### config.mk
export PLATFORM = sky130hd
export DESIGN_NAME = core_host_ctrl
export DESIGN_NICKNAME = d
export VERILOG_FILES = /design/src/rtl/core_host_ctrl.sv
export SDC_FILE = /design/constraint.sdc
export NUM_CORES = 1
export LEC_CHECK = 0
export ABC_AREA = 0
export BUFFER_PORTS_ARGS = -buffer_cell sky130_fd_sc_hd__buf_2
export CORE_AREA = 2 2 152 154
export DETAILED_ROUTE_END_ITERATION = 8
export DIE_AREA = 0 0 154 156
export PLACE_DENSITY = 0.55
export SYNTH_ARGS = -nofsm -noshare
export SYNTH_HDL_FRONTEND = slang
export SYNTH_SLANG_ARGS = --single-unit
### constraint.sdc
create_clock -name clk -period 6.8 [get_ports clk]
set_clock_uncertainty 0.1 [all_clocks]
set_input_delay 0.68 -clock clk [delete_from_list [all_inputs] [get_ports clk]]
set_output_delay 0.68 -clock clk [all_outputs]
set_load 0.01 [all_outputs]
### src/rtl/core_host_ctrl.sv
// Host-side controller: streams weights/activations into SRAM, kicks the
// corelet, waits for completion and drains result words to the host.
module core_host_ctrl #(
  parameter int W_WORDS   = 72,
  parameter int ACT_WORDS = 36,
  parameter int OP_WORDS  = 16,
  parameter int TIMEOUT   = 4096
) (
  input  logic         clk,
  input  logic         reset,
  input  logic         go,
  input  logic         in_valid,
  output logic         in_ready,
  input  logic [31:0]  in_data,
  output logic [31:0]  W_d,
  output logic [6:0]   W_addr,
  output logic         W_cen,
  output logic         W_wen,
  output logic [31:0]  ACT_d,
  output logic [6:0]   ACT_addr,
  output logic         ACT_cen,
  output logic         ACT_wen,
  output logic [8:0]   OP_addr,
  output logic         OP_cen,
  output logic         OP_wen,
  input  logic [127:0] OP_q,
  output logic         mem_sel,
  output logic         seq_begin,
  input  logic         seq_done,
  output logic         out_valid,
  input  logic         out_ready,
  output logic [127:0] out_data,
  output logic         busy,
  output logic         err
);

  localparam int M1 = (W_WORDS > ACT_WORDS) ? W_WORDS : ACT_WORDS;
  localparam int M2 = (M1 > OP_WORDS) ? M1 : OP_WORDS;
  localparam int M3 = (M2 > TIMEOUT) ? M2 : TIMEOUT;
  localparam int CW = $clog2(M3 + 1);

  localparam logic [CW-1:0] C_W  = CW'(W_WORDS - 1);
  localparam logic [CW-1:0] C_A  = CW'(ACT_WORDS - 1);
  localparam logic [CW-1:0] C_OP = CW'(OP_WORDS);
  localparam logic [CW-1:0] C_TO = CW'(TIMEOUT - 1);

  localparam logic [2:0] S_IDLE  = 3'd0;
  localparam logic [2:0] S_LDW   = 3'd1;
  localparam logic [2:0] S_LDA   = 3'd2;
  localparam logic [2:0] S_START = 3'd3;
  localparam logic [2:0] S_WAIT  = 3'd4;
  localparam logic [2:0] S_DRAIN = 3'd5;

  logic [2:0]    r_state;
  logic [CW-1:0] r_cnt;
  logic          r_inflight;
  logic          r_out_valid;
  logic [127:0]  r_out_data;
  logic          r_err;

  logic w_ldw;
  logic w_lda;
  logic w_drain;
  logic w_xfer;
  logic w_wxfer;
  logic w_axfer;
  logic w_oxfer;
  logic w_rd;
  logic w_last;

  assign w_ldw   = (r_state == S_LDW);
  assign w_lda   = (r_state == S_LDA);
  assign w_drain = (r_state == S_DRAIN);

  assign in_ready = w_ldw | w_lda;
  assign w_xfer   = in_valid & in_ready;
  assign w_wxfer  = w_xfer & w_ldw;
  assign w_axfer  = w_xfer & w_lda;

  assign W_cen  = ~w_wxfer;
  assign W_wen  = ~w_wxfer;
  assign W_addr = w_wxfer ? 7'(r_cnt) : 7'd0;
  assign W_d    = w_wxfer ? in_data : 32'd0;

  assign ACT_cen  = ~w_axfer;
  assign ACT_wen  = ~w_axfer;
  assign ACT_addr = w_axfer ? 7'(r_cnt) : 7'd0;
  assign ACT_d    = w_axfer ? in_data : 32'd0;

  // A read is never in flight while out_valid is set, so on a transfer
  // with no read pending the word leaving is index r_cnt-1.
  assign w_oxfer = r_out_valid & out_ready;
  assign w_rd    = w_drain & ~r_inflight & (r_cnt < C_OP)
                 & (~r_out_valid | out_ready);
  assign w_last  = w_drain & w_oxfer & ~r_inflight & (r_cnt == C_OP);

  assign OP_cen  = ~w_rd;
  assign OP_wen  = 1'b1;
  assign OP_addr = w_rd ? 9'(r_cnt) : 9'd0;

  assign mem_sel   = ~((r_state == S_START) | (r_state == S_WAIT));
  assign seq_begin = (r_state == S_START);
  assign busy      = (r_state != S_IDLE);
  assign err       = r_err;
  assign out_valid = r_out_valid;
  assign out_data  = r_out_data;

  always_ff @(posedge clk or negedge reset) begin
    if (!reset) begin
      r_state <= S_IDLE;
      r_cnt   <= '0;
      r_err   <= 1'b0;
    end else begin
      case (r_state)
        S_IDLE: begin
          if (go) begin
            r_state <= S_LDW;
            r_cnt   <= '0;
            r_err   <= 1'b0;
          end
        end
        S_LDW: begin
          if (w_xfer) begin
            if (r_cnt == C_W) begin
              r_state <= S_LDA;
              r_cnt   <= '0;
            end else begin
              r_cnt <= r_cnt + 1'b1;
            end
          end
        end
        S_LDA: begin
          if (w_xfer) begin
            if (r_cnt == C_A) begin
              r_state <= S_START;
              r_cnt   <= '0;
            end else begin
              r_cnt <= r_cnt + 1'b1;
            end
          end
        end
        S_START: begin
          r_state <= S_WAIT;
          r_cnt   <= '0;
        end
        S_WAIT: begin
          if (seq_done) begin
            r_state <= S_DRAIN;
            r_cnt   <= '0;
          end else if (r_cnt == C_TO) begin
            r_state <= S_IDLE;
            r_cnt   <= '0;
            r_err   <= 1'b1;
          end else begin
            r_cnt <= r_cnt + 1'b1;
          end
        end
        S_DRAIN: begin
          if (w_rd) begin
            r_cnt <= r_cnt + 1'b1;
          end
          if (w_last) begin
            r_state <= S_IDLE;
            r_cnt   <= '0;
          end
        end
        default: begin
          r_state <= S_IDLE;
          r_cnt   <= '0;
        end
      endcase
    end
  end

  always_ff @(posedge clk or negedge reset) begin
    if (!reset) begin
      r_inflight  <= 1'b0;
      r_out_valid <= 1'b0;
      r_out_data  <= '0;
    end else begin
      r_inflight <= w_rd;
      if (r_inflight) begin
        r_out_valid <= 1'b1;
        r_out_data  <= OP_q;
      end else if (w_oxfer) begin
        r_out_valid <= 1'b0;
      end
    end
  end

endmodule

After elaboration in Yosys (flattened, before gate mapping)
Index checks and enable logic that the tools add are counted.

word-level totals
  register bits = 147
  input port bits = 166
  output and inout port bits = 227
  logic and storage cells = 83

cells by class
  add/sub/neg operators = 1
  magnitude comparators = 1
  eq/ne operators = 19
  muxes and demuxes = 30
  bitwise logic cells = 19
  reductions and logical operators = 7

operator list
  operator               number
  $mux 13                9
  $pmux 13 s5            1
  $mux 32                2
  $mux 3                 8
  $pmux 3 s6             1
  $mux 7                 2
  $add 13x1->13 const B  1
  $eq 13x12->1 const B   1
  $eq 13x5->1 const B    1
  $eq 13x6->1 const B    1
  $eq 13x7->1 const B    1
  $lt 13x5->1 const B    1
  $ne 2x1->1 const B     6
  $and 1x1->1            10
  $mux 9                 1
  $reduce_and 4->1       2
  $reduce_and 7->1       1
  $eq 3x2->1 const B     2
  $eq 3x3->1 const B     2
  $not 1->1              6
  $mux 1                 5
  $ne 2x2->1 const B     2
  $reduce_bool 2->1      2
  $eq 3x1->1 const B     1
  6 further kinds        8

Logic depth before layout (Yosys ltp)
  word-level depth = 7
  depth in mapped cells = 8
  mapped depth without buffers = 7

Worst setup path after synthesis
No wires, ideal clock.

  path kind = register to output
  start point = reg r_cnt[7]
  end point = out OP_addr[0]
  data arrival time = 1.922 ns
  data required time = 6.020 ns
  setup slack = 4.098 ns
  cell stages (with the launch flop) = 6
  buffers on the path = 0
  cells stage by stage = dfrtp_1 -> or4_4 -> a2111oi_4 -> nor3b_2 -> inv_1 -> nor2_1

between the ends
  longest elaborated chain between the ends = 4

ends and longest elaborated chain
  item                      RTL line  RTL
  start: declaration        55        logic [CW-1:0] r_cnt;
  start signal: assignment  128       r_cnt <= r_cnt + 1'b1;
  start signal: assignment  138       r_cnt <= r_cnt + 1'b1;
  start signal: assignment  155       r_cnt <= r_cnt + 1'b1;
  $lt 13x5->1               93        assign w_rd = w_drain & ~r_inflight & (r_cnt < C_OP)
  $and 1x1->1               93
  $and 1x1->1               94        & (~r_out_valid | out_ready);
  via w_rd                  68        logic w_rd;
  $mux 9                    99        assign OP_addr = w_rd ? 9'(r_cnt) : 9'd0;
  end: declaration          23        output logic [8:0] OP_addr,

The timed path passes the listed nets, and every way through them passes these cells.

Worst setup path after layout
  start point = reg r_cnt[6]
  end point = out OP_addr[1]

Same word-level chain as after synthesis.

==> impl_metrics.toml <==
[cells_and_area]
layout-drive-gt1-share_pct = 61.6
layout_commonest_cell = "buf_2"
n_fill_cell = 2191
synthToLayoutAreaGrowth_pct = 42.6
fin_util_pct = 41.8
nets = 1063
mostFrequentLayoutCells = "385 x buf_2, 146 x dfrtp_1, 128 x mux2_2, 74 x and2_1"
fin_cells = 1198

[grt]
grt_pass1_vias = 5411
grt_max_degree = 87
antenna_found_initial = 13
grt_pass1_wl_microns = 30700
gr-total-overflow = 0
grt_use_total_pct = 16.9

[synth]
synth_top_family_by_area = "multiplexers"
synth-compound-area-share_pct = 4.45
yosysWarningCount = 0
synthXorXnorAreaFrac_pct = 0
synth_adder_area_share_pct = 0.382
synthSimpleGateAreaFrac_pct = 13.4
muxShareOfSynthArea_pct = 22.3
synth_seq_cells = 147
synth_seq_area_share_pct = 56.1
avgSynthCellArea_sq_um = 12.7
syn_inst = 518
synth.distinct_cells = 41
synthesis.area_sq_um = 6560

[cts]
root_buffer = "clkbuf_16"
ctsResizeCount = 0
htree_levels = 4
cts_tree = "done"
cts_sinks = 147
path_clk_slew_ns = 0.07
hold_buffers = 0
clkLatencyLatePin_ns = 0.41
cts_buffers = 17
clockBufferDepth = 2
cts_setup_buffers = 0

[die]
start_util_pct = 29.3
die_area_sq_um = 24000
core_area_sq_um = 22400
num_rows = 55
die_height_microns = 156
die_w_microns = 154
ioPinCount = 393

[timing]
setup_viol = 0
worst_slew_pin_slew_ns = 1.12
hold_viol = 0
whs_ns = 0.184
drv_slew = 0
timing.fmax_ghz = 0.293
period_minus_slack_ns = 3.42
tns_ns = 0
min_period_over_period_pct = 50.3
rsz0062_at_grt = "no"
max_slew_margin_pct = 24.9

[placed_design]
gp_congestion = 0.804
io_buffer_count = 386
dpl.hpwl_microns = 16000
place_inst = 1161

[worst_hold_path]
hp-class = "in -> async"

[outcome]
outcome = "complete, no violations"

[routing]
vias_per_cell = 4.51
wl_microns = 20600
avgRoutedWirePerCell_microns = 17.2
num_vias = 5405
first_pass_iters = 4
dr.first_iter.drc_count = 223
ant_nets = 0
drc = 0

[worst_setup_path]
start_kind = "register"
cp_slowest_stage_delay_ns = 0.59
path_max_fanout = 11
required_ns = 6.02
crit_type = "reg -> out"
critical_path_arrival_ns = 2.64
slowest_stage = "or4_4"
cp-end-kind = "output pin"
path_cells = "or4_4 -> a2111oi_4 -> nor3b_2 -> inv_1 -> nor2_1 -> buf_2"

[power_and_ir_drop]
leakage_nw = 4.66
pwr_density_cell_nw_per_um2 = 440
vdd_drop_max_v = 0.000201

[flow_run]
drv_cap = 0
-- sequential cells by signal, summed over array words and instances (netlist names) --
signal and cells:
r_inflight 1, out_valid 1, r_state 3, out_data 128
err 1, r_cnt 13
-- cells in the mapped netlist --
cell / number / area, sq um
a21o_1: 2 / 15.0
mux2_2: 128 / 1440
and2_1: 74 / 463
o41a_1: 1 / 11.3
dfrtp_1: 147 / 3680
o311ai_0: 1 / 8.76
o2111ai_4: 1 / 26.3
nor2_1: 17 / 63.8
a21oi_1: 14 / 70.1
nor3b_2: 1 / 12.5
conb_1: 2 / 7.51
nand3_1: 3 / 15.0
and3_2: 1 / 7.51
a2111oi_4: 1 / 27.5
inv_1: 11 / 41.3
a41o_1: 1 / 10.0
or3_1: 10 / 62.6
o21ai_0: 10 / 50.1
mux2i_1: 1 / 10.0
o211ai_1: 2 / 15.0
ha_1: 2 / 25.0
nor4b_1: 2 / 17.5
or4bb_1: 1 / 11.3
buf_1: 1 / 3.75
nand4_1: 4 / 25.0
nor3_1: 3 / 15.0
mux2_1: 1 / 11.3
and4_1: 1 / 8.76
nor2b_1: 1 / 6.26
nor4_1: 2 / 12.5
buf_4: 8 / 60.1
a31o_2: 1 / 8.76
o31ai_1: 4 / 30.0
or4_4: 2 / 22.5
a311o_1: 1 / 10.0
nand2_1: 16 / 60.1
o32ai_1: 1 / 8.76
nand3b_1: 2 / 15.0
or4_1: 4 / 30.0
clkbuf_1: 28 / 105
nand2b_1: 5 / 31.3
-- path summary, 6_finish.rpt --
kind                                        endpoint  depth (start not counted)                      from  slack [ns]
setup / recovery                          OP_addr[1]                          6      r_cnt[6]$_DFFE_PN0P_        3.38
hold / removal              out_data[23]$_DFFE_PN0P_                          1                     reset        0.18
setup reg to reg               r_cnt[12]$_DFFE_PN0P_                          5      r_cnt[6]$_DFFE_PN0P_        3.85
hold reg to reg             out_data[82]$_DFFE_PN0P_                          1  out_data[82]$_DFFE_PN0P_        0.40
max in group asynchronous       r_inflight$_DFF_PN0_                          2                     reset        4.93
min in group clk           out_data[113]$_DFFE_PN0P_                          2                 OP_q[113]        0.39
-- worst max-delay path, delay by kind of cell, from the launching register on --
family / cells / cell delay, ns
and+or+nand+nor: 3 / 1.02
DFF: 1 / 0.48
AOI/OAI and AO/OA: 1 / 0.45
buffers and inverters: 2 / 0.27
-- kinds of logic after synthesis --
group | after synthesis
other | 2
AND/OR/NAND/NOR | 149
AO/OA/AOI/OAI | 40
buffers and inverters | 48
flip-flops | 147
adder cells (fa/ha/maj) | 2
multiplexers | 130
-- metal layers --
metal  up-vias  routed length [microns]  GRT usage (%)
met5         -                       48              0
met4         8                      446           5.83
met3        33                     2390           8.33
met2       268                    10400           29.9
met1      2540                     7290           17.3
li1       2556                        -              -
-- area by class of cell --
type                       instances  area, sq um  share of cell area (%)
multi-input combinational        327         2680                    28.7
inverter                          11         41.3                   0.442
tap                              285          357                    3.81
clock inverter                    14          160                    1.71
clock buffer                      18          439                    4.70
timing repair buffer             391         1980                    21.1
sequential                       147         3680                    39.4
antenna                            5         12.5                   0.134
-- per-stage QoR --
step	instance area, sq um	total power [W]	setup WS [ns]
2_1_floorplan	6570	0.00247	4.10
3_3_place_gp	8740	0.00318	3.85
3_5_place_dp	8740	0.00321	3.81
4_1_cts	9340	0.00419	3.33
5_1_grt	9340	0.00438	3.19
6_report	9350	0.00411	3.38
-- where the power goes --
part | switching (W) | internal (W) | total [W] | leakage (nW)
logic | 0.000791 | 0.000823 | 0.00161 | 2.62
clock network | 0.000420 | 0.000535 | 0.000955 | 0.292
registers | 0.000255 | 0.00129 | 0.00155 | 1.75
(Power assumes the default switching activity.)
